## src/rtl/barcode_dest_ctrl.sv

```systemverilog
// Station-to-station destination controller: accepts go/stop commands, consumes
// barcode IDs, stops on the matching station, buzzes on arrival, aborts on watchdog.
module barcode_dest_ctrl #(
    parameter int TIMEOUT  = 5_000_000,
    parameter int BUZZ_LEN = 50_000
) (
    input  logic       clk,
    input  logic       rst_n,
    input  logic [7:0] cmd,
    input  logic       cmd_rdy,
    output logic       clr_cmd_rdy,
    input  logic [7:0] ID,
    input  logic       ID_vld,
    output logic       clr_ID_vld,
    output logic       go,
    output logic [5:0] dest,
    output logic       arrived,
    output logic       timeout,
    output logic       buzz
);

    typedef enum logic [1:0] {IDLE, CMD_CHK, MOVE, ARRIVE} state_t;

    localparam logic [23:0] TMR_LAST  = 24'(TIMEOUT - 1);
    localparam logic [15:0] BUZZ_LAST = 16'(BUZZ_LEN - 1);

    state_t      state;
    logic [7:0]  cmd_q;
    logic [23:0] timer;
    logic [15:0] buzz_cnt;
    logic        id_match;
    logic        unused_id_hi;

    assign unused_id_hi = ^ID[7:6];
    assign id_match     = (ID[5:0] == dest);

    assign go          = (state == MOVE);
    assign clr_cmd_rdy = (state == CMD_CHK);
    assign buzz        = (state == ARRIVE);

    // A pending command always outranks an ID in IDLE/MOVE, leaving the ID for later.
    // Gated by rst_n so no acknowledge escapes while held in reset.
    assign clr_ID_vld = rst_n & ID_vld &
                        (((state == IDLE || state == MOVE) && !cmd_rdy) ||
                         (state == ARRIVE));

    always_ff @(posedge clk or negedge rst_n) begin
        if (!rst_n) begin
            state    <= IDLE;
            cmd_q    <= '0;
            dest     <= '0;
            timer    <= '0;
            buzz_cnt <= '0;
            timeout  <= 1'b0;
            arrived  <= 1'b0;
        end else begin
            arrived <= 1'b0;
            case (state)
                IDLE: begin
                    if (cmd_rdy) begin
                        cmd_q <= cmd;
                        state <= CMD_CHK;
                    end
                end
                CMD_CHK: begin
                    // Only opcode 01 moves; stop and illegal opcodes both fall back to IDLE
                    if (cmd_q[7:6] == 2'b01) begin
                        dest    <= cmd_q[5:0];
                        timer   <= '0;
                        timeout <= 1'b0;
                        state   <= MOVE;
                    end else begin
                        state <= IDLE;
                    end
                end
                MOVE: begin
                    if (cmd_rdy) begin
                        cmd_q <= cmd;
                        state <= CMD_CHK;
                    end else if (ID_vld) begin
                        timer <= '0;
                        if (id_match) begin
                            buzz_cnt <= BUZZ_LAST;
                            arrived  <= 1'b1;
                            state    <= ARRIVE;
                        end
                    end else if (timer == TMR_LAST) begin
                        timeout <= 1'b1;
                        state   <= IDLE;
                    end else begin
                        timer <= timer + 24'd1;
                    end
                end
                ARRIVE: begin
                    if (buzz_cnt == 16'd0) state <= IDLE;
                    else                   buzz_cnt <= buzz_cnt - 16'd1;
                end
                default: state <= IDLE;
            endcase
        end
    end

endmodule

```

## config.mk

```make
export PLATFORM = sky130hd
export DESIGN_NAME = barcode_dest_ctrl
export DESIGN_NICKNAME = d
export VERILOG_FILES = /design/src/rtl/barcode_dest_ctrl.sv
export SDC_FILE = /design/constraint.sdc
export NUM_CORES = 1
export LEC_CHECK = 0
export BUFFER_PORTS_ARGS = -buffer_cell sky130_fd_sc_hd__buf_2
export CAP_MARGIN = 20
export CORE_ASPECT_RATIO = 1.5
export CORE_MARGIN = 5
export CORE_UTILIZATION = 45
export CTS_CLUSTER_SIZE = 12
export DETAILED_ROUTE_END_ITERATION = 8
export GPL_TIMING_DRIVEN = 0
export PLACE_DENSITY = 0.71
export SLEW_MARGIN = 10
export SYNTH_ARGS = -nofsm -noshare
export SYNTH_HDL_FRONTEND = slang
export SYNTH_SLANG_ARGS = --single-unit
```

## constraint.sdc

```tcl
create_clock -name clk -period 3.64 [get_ports clk]
set_input_delay 0.364 -clock clk [delete_from_list [all_inputs] [get_ports clk]]
set_output_delay 0.364 -clock clk [all_outputs]
set_load 0.1 [all_outputs]
```

==> metrics.md, run 1 <==
| Metric | Value |
|---|---|
| Most frequent cells in the layout | 58 x dfrtp_1, 30 x buf_2, 27 x nor2_1, 27 x o21ai_0, 17 x nand2_1 |
| Critical path fanouts, max | 10 |
| Final Non-Filler Cells | 429 |
| Final setup fails | 0 |
| Clock share of power | 45.6% |
| CTS Buf Count | 9 |
| Final TNS setup | 0 ns |
| Dpl cells | 414 |
| Internal Power | 0.996 mW |
| Hold Path Class | primary input to async pin |
| Share of cells above drive strength 1 | 19.8% |
| Root Buffer | clkbuf_8 |
| Residual DRC | 0 |
| Pwr per Cell Area | 374 nW/um2 |
| GR Overflow Total | 0 |
| Sequential Area | 1450 um2 |
| Commonest non-fill, non-tap cell in the layout | dfrtp_1 |
| Final #Nets | 371 |
| Leak pwr | 1.49 nW |
| Critical Path AT | 2.70 ns |
| WS Path Type | flop to flop |
| Via density | 5.78 |
| Diode count | 0 |
| Fin Clk Skew | 0.00655 ns |
| Ys Warns | 0 |
| CTS tree | yes |
| Synth cell types | 47 |
| Final hold slack | 0.0648 ns |
| Row count | 36 |
| Resized Gates After CTS | 0 |
| Initial antenna violation count | 0 |
| Core area | 6490 um2 |
| Mapped cell area | 3000 um2 |
| Outcome | complete, no violations |
| Routability cong. | 0.829 |
| Port buffer count | 29 |
| Clock Latency Late Sink | 0.34 ns |
| Via count | 2480 |
| Fmax | 0.405 GHz |
| Die height | 110 um |
| Final Hold Viols | 0 |
| Number of I/O pins | 32 |
| Fin. max-slew vios | 0 |
| Worst vdd ir | 0.249 mV |
| Drt wl/cell | 15.7 um |
| Clock Path Buffers | 2 |
| DP HPWL | 4.83 mm |
| Comb power frac | 3.2% |
| # Post-CTS Setup Buffers | 0 |
| Worst-path clk slew | 0.07 ns |
| # fillers | 606 |
| Final worst-path cycle share | 67.9% |
| Iteration-0 DRC Markers | 144 |
| Slew HR | 40.9% |
| CTS H-tree lvls | 3 |
| Unrepaired setup endpoints after global routing | no |
| Synth Net Count | 330 |
| Crit. End Element | flop |
| Net Sw Power | 0.293 mW |
| Cell count after synthesis | 308 |
| Synth area leader | dfrtp_1 |
| Seq cells post-synth | 58 |
| Area grow syn2layout | 14.7% |
| Crit path required time | 3.87 ns |
| Total Wirelength | 6.73 mm |
| CTS sink cnt | 58 |
| Die span in x | 76.7 um |
| Drt pass-1 iters | 5 |
| Total global-route track usage | 17.7% |
| Multi-input gate area | 1460 um2 |
| Max-cap violations | 0 |
| Post-synth top area share | 48.3% |
| Async set-or-reset flop fraction in the synthesized netlist | 100% |
| Seq/Total Area, Yosys | 48.3% |
| Seq pwr share | 51.3% |
| Initial Util | 46.3% |
| Number of global-route vias before repair | 2538 |
| Final worst path period need | 2.47 ns |
| Largest net degree at the start of global routing | 60 |
| First-pass GRT wire length | 12.1 mm |
| Worst r2r path cells | 7 |
| Largest cells by area after synthesis | dfrtp_1 48%, mux2_2 5.2%, o21ai_0 4.5%, xor2_1 4.4%, nor2_1 3.4% |
| Number of flops mapped to enable cells by yosys | 0 |
| Hold_buf cts | 0 |
| Least-Margin Pin Slew | 0.880 ns |
| Sw frac | 22.7% |
| Mean Syn Cell Area | 9.75 um2 |
| Synth Flop Type | dfrtp_1 |
| Worst Setup Start Kind | flop |
| Post-route ant nets | 0 |
| Die Area | 8440 um2 |
## final cells by class
class,count,area share [%]
multi-input cells,228,42.4
clock buffers,10,3.99
repair buffers,30,4.50
plain buffers,13,1.60
flip-flops and latches,58,42.1
well taps,76,2.76
inverters,9,0.980
clock inverters,5,1.60
## cell usage after synthesis (4+ instances only)
cell type  count
nand3_1       14
nand2_1       17
mux2_2        14
dfrtp_1       58
o31ai_1        5
a31oi_1        6
nor2_1        27
o21ai_0       27
xor2_1        15
inv_1          8
a21o_1         4
nand4_1       12
nor4_1         9
nor3_1        12
clkbuf_1      10
nand2b_1       4
a21oi_1       11
## routing by layer
layer  part of all wire, %  wire length (um)  vias up  track usage [%]
met4                   1.5               102        0             7.25
met3                   3.9               264        8             3.66
li1                      -                 -     1216                -
met2                    53              3570       64             31.5
met1                    41              2790     1192             20.6
met5                     0                 0        -                0
## power by group through the flow
stage / Sequential (mW) / Combinational, mW / Clock, mW
after floorplan: 0.671 / 0.0159 / 0
after global placement: 0.672 / 0.0409 / 0
after detailed placement: 0.673 / 0.0422 / 0
after CTS: 0.661 / 0.0422 / 0.595
after global routing: 0.662 / 0.0475 / 0.634
final: 0.661 / 0.0408 / 0.587
## flip-flops by register name, summed over array words and instances (netlist names)
signal    flops
timer        24
cmd_q         8
state         2
timeout       1
arrived       1
buzz_cnt     16
dest          6
## through the flow
step | worst slack, ns | total power [mW] | area, um2 | utilization, %
2_1_floorplan | 0.166 | 0.686 | 3000 | -
3_3_place_gp | 0.849 | 0.713 | 3240 | 50.0
3_5_place_dp | 1.23 | 0.715 | 3250 | 50.2
4_1_cts | 1.22 | 1.30 | 3450 | 53.1
5_1_grt | 0.990 | 1.34 | 3450 | 53.1
6_report | 1.17 | 1.29 | 3450 | 53.1
## path summary, 6_finish.rpt
check                         start        end  slack [ns]
hold / removal                rst_n    dest[4]        0.06
min in group clk             cmd[4]   cmd_q[4]        0.25
setup reg to reg           timer[5]  timer[17]        1.17
hold reg to reg             timeout    timeout        0.50
setup / recovery           timer[5]  timer[17]        1.17
max in group asynchronous     rst_n   timer[1]        3.06
## critical path: stages (launching register included)
cell	delay, ns
dfrtp_1	0.32
clkbuf_1	0.26
nand3_1	0.20
nor4_1	0.58
clkbuf_1	0.43
nand4_1	0.20
a21o_1	0.21
a21o_1	0.17
## logic make-up (layout without fill, tap and decap cells)
kind of cell | after synthesis | after routing | share of synthesized area [%]
and+or+nand+nor | 129 | 129 | 24.1
AOI/OAI and AO/OA | 65 | 65 | 13.3
DFF | 58 | 58 | 48.3
buffers and inverters | 22 | 67 | 2.96
xor gates and xnor gates | 18 | 18 | 5.25
muxes | 14 | 14 | 5.25
adders and majority gates | 2 | 2 | 0.833
Note: power is estimated with default switching activity, not from simulation.
==> run 2, diff against run 1 <==
Settings changed: ABC_AREA set to 1, PLACE_DENSITY 0.71 to 0.73.
Clock period 3.64 ns to 2 ns, I/O delays scaled along.
==> run 2 against run 1 <==
Compared with the run above: the run now ends with hold timing left; clock-buffer cell count down 1; combinational power rose to 50 times the previous value; sequential share of layout area down 7.1 points; total power rose to 4.1 times the previous value; critical endpoint is now buzz.
==> metrics.md, run 2 <==
| Metric | Value |
|---|---|
| Max reg flops | 24 (unchanged) |
| Core area | 7660 um2 (+18%) |
| Number of flops mapped to enable cells by yosys | 0 (unchanged) |
| Synth area leader | dfrtp_1 |
| Mean Syn Cell Area | 7.01 um2 (-28%) |
| Initial antenna violation count | 0 (unchanged) |
| Synth Net Count | 529 (+60%) |
| CTS Buf Count | 9 (unchanged) |
| Finished Core Util | 54.2% (+1.0 points) |
| Routability cong. | 0.896 (+8.1%) |
| Number of global-route vias before repair | 3213 (+27%) |
| Post-synth top area share | 40.8% (-7.5 points) |
| Port buffer count | 28 (-3.4%) |
| CP Depth | 3 (-4) |
| Final Hold Viols | 58 (+58) |
| CTS sink cnt | 58 (unchanged) |
| Buffers & Inverters on Critical Path | 2 (unchanged) |
| Top cells by count, synth | 150 x nand2_1, 81 x nor2_1, 60 x inv_1 |
| Worst-path clk slew | 0.05 ns (-0.02 ns) |
| Failing checks | hold timing |
| Synth Flop Type | dfrtp_1 |
| Unrepaired setup endpoints after global routing | yes |
| Slew HR | 50.8% (+9.9 points) |
| Family with the most delay on the worst path | buffers and inverters |
| Hold Path Class | primary input to async pin |
| Seq/Total Area, Yosys | 40.8% (-7.5 points) |
| Worst Setup Start Kind | flop |
| Post-place setup slack | 0.107 ns (-1.13 ns) |
| Outcome | finished, violations left |
| Crit-path max cell delay | 0.54 ns (-0.04 ns) |
| Ys Warns | 0 (unchanged) |
| Critical Path Slowest Stage Cell | dfrtp_1 |
| Final TNS setup | 0 ns (unchanged) |
| Commonest non-fill, non-tap cell in the layout | nand2_1 |
| Number of I/O pins | 32 (unchanged) |
| Critical Path AT | 1.79 ns (-0.91 ns) |
| Area grow syn2layout | 16.7% |
| Final worst path period need | 1.99 ns |
| Mapped cell area | 3560 um2 (+18%) |
| Fmax | 0.503 GHz |
| Least-Margin Pin Slew | 0.738 ns (-0.142 ns) |
| # Post-CTS Setup Buffers | 0 (unchanged) |
| RR Startpoint | buzz_cnt[0] |
| Synth cell types | 28 (-40%) |
| Total Wirelength | 8.41 mm (+25%) |
| Critical path fanouts, max | 10 (unchanged) |
| Die Area | 9820 um2 (+16%) |
| Async set-or-reset flop fraction in the synthesized netlist | 100% (unchanged) |
| Final setup fails | 0 (unchanged) |
| Row count | 39 (+8.3%) |
| Pwr per Cell Area | 1290 nW/um2 (+240%) |
| GR Overflow Total | 0 (unchanged) |
| Final #Nets | 568 (+53%) |
| Overall power | 5.33 mW (+310%) |
| Largest net degree at the start of global routing | 60 (unchanged) |
| Clock Path Buffers | 2 (unchanged) |
| CTS tree | yes |
| Total global-route track usage | 18.7% (+1.0 points) |
| Seq cells post-synth | 58 (unchanged) |
| Final worst-path cycle share | 99.5% |
| Iteration-0 DRC Markers | 119 (-17%) |
| Crit path required time | 1.80 ns (-2.07 ns) |
| DP Area | 3840 um2 (+18%) |
| Register with the highest flop count | timer |
| Crit. End Element | output port |
| Largest cells by area after synthesis | dfrtp_1 41%, nand2_1 16%, nor2_1 8.6%, inv_1 6.3%, nand3_1 4.8% |
| Largest regs | timer (24), buzz_cnt (16), cmd_q (8) |
| Diode count | 0 (unchanged) |
| WS Path Type | flop to output port |
| First-pass GRT wire length | 14.3 mm (+18%) |
| Max-cap violations | 0 (unchanged) |
| Most frequent cells in the layout | 149 x nand2_1, 80 x nor2_1, 60 x inv_1 |
| CTS H-tree lvls | 3 (unchanged) |
| Final Cell Area | 4150 um2 (+20%) |
| Fin Clk Skew | 0.00735 ns (+0.000801 ns) |
| Worst-path cell chain | nand2_2 > inv_2 > buf_2 |
| Share of cells above drive strength 1 | 14.9% (-4.9 points) |
| Die span in x | 82.6 um (+7.7%) |
| Die height | 119 um (+8.0%) |
| Via count | 3286 (+33%) |
| Worst vdd ir | 0.875 mV (+250%) |
| Clock Latency Late Sink | 0.33 ns (about the same) |
| Crit path capture | buzz |
| DP HPWL | 6.19 mm (+28%) |
| Leak pwr | 2.04 nW (+37%) |
| Residual DRC | 0 (unchanged) |
| Root Buffer | clkbuf_16 |
| Final hold slack | -0.0593 ns (-0.124 ns) |
| Worst r2r path cells | 9 (+2) |
| R2R Path End | buzz_cnt[6] |
| Most frequent cell after synthesis | nand2_1 |
| Worst setup margin | 0.0107 ns (-1.16 ns) |
| Crit path launch | state[1] |
| Via density | 5.04 (-13%) |
| Flop2flop setup slack | 0.14 ns (-1.03 ns) |
| Post-route ant nets | 0 (unchanged) |
| Initial Util | 46.4% (+0.12 points) |
| Fin. max-slew vios | 0 (unchanged) |
| Drt pass-1 iters | 4 (-1) |
| Cell count after synthesis | 507 (+65%) |
| Drt wl/cell | 12.9 um (-18%) |
[run 2: per-stage QoR]
step / hold slack, ns / std cells
3_3_place_gp: 0.409 / 637
6_report: -0.0593 / 652
2_1_floorplan: -0.0956 / 507
3_5_place_dp: 0.320 / 637
4_1_cts: -0.0346 / 652
5_1_grt: 0.0173 / 652
[run 2: what timing repair did]
action,in CTS,in global routing
endpoints found under the setup margin,0,36
hold endpoints to repair,58,0
resized for setup,0,3
[run 2: cells by family (layout without fill, tap and decap cells)]
| group | after synthesis | in the layout | share of synthesized area [%] |
|---|---|---|---|
| AOI/OAI and AO/OA | 51 | 51 | 8.06 |
| DFF | 58 | 58 | 40.8 |
| xor gates and xnor gates | 15 | 15 | 3.69 |
| and+or+nand+nor | 308 | 308 | 37.6 |
| buffers and inverters | 73 | 116 | 9.08 |
| adders and majority gates | 2 | 2 | 0.704 |
[run 2: worst min-delay path by stage]
stage                     cells after the start  startpoint      endpoint
after floorplan                               0       rst_n       arrived
after global placement                        3      cmd[7]      cmd_q[7]
after detailed placement                      1       rst_n  buzz_cnt[13]
after CTS                                     1       rst_n  buzz_cnt[14]
after global routing                          1       rst_n       dest[1]
final                                         1       rst_n  buzz_cnt[13]
[run 2: power breakdown]
group | total, mW | switching, mW | leakage [nW] | internal [mW]
Combinational | 2.03 | 1.52 | 1.14 | 0.504
Sequential | 1.70 | 0.233 | 0.755 | 1.47
Clock | 1.61 | 0.534 | 0.151 | 1.07
[run 2: cell type report]
type	instances	area, um2
clock buffer	9	225
buffer	8	76.3
multi-input combinational	376	1800
fill	744	3510
tap	102	128
timing repair buffer	28	143
sequential	58	1450
inverter	65	246
clock inverter	6	82.6
[run 2: metal layers]
metal	up-vias	share of wire, %	GRT usage (%)
li1	1680	-	-
met1	1527	40	21.0
met2	62	54	32.5
met3	17	3.2	3.85
met4	0	2.6	9.30
met5	-	0	0
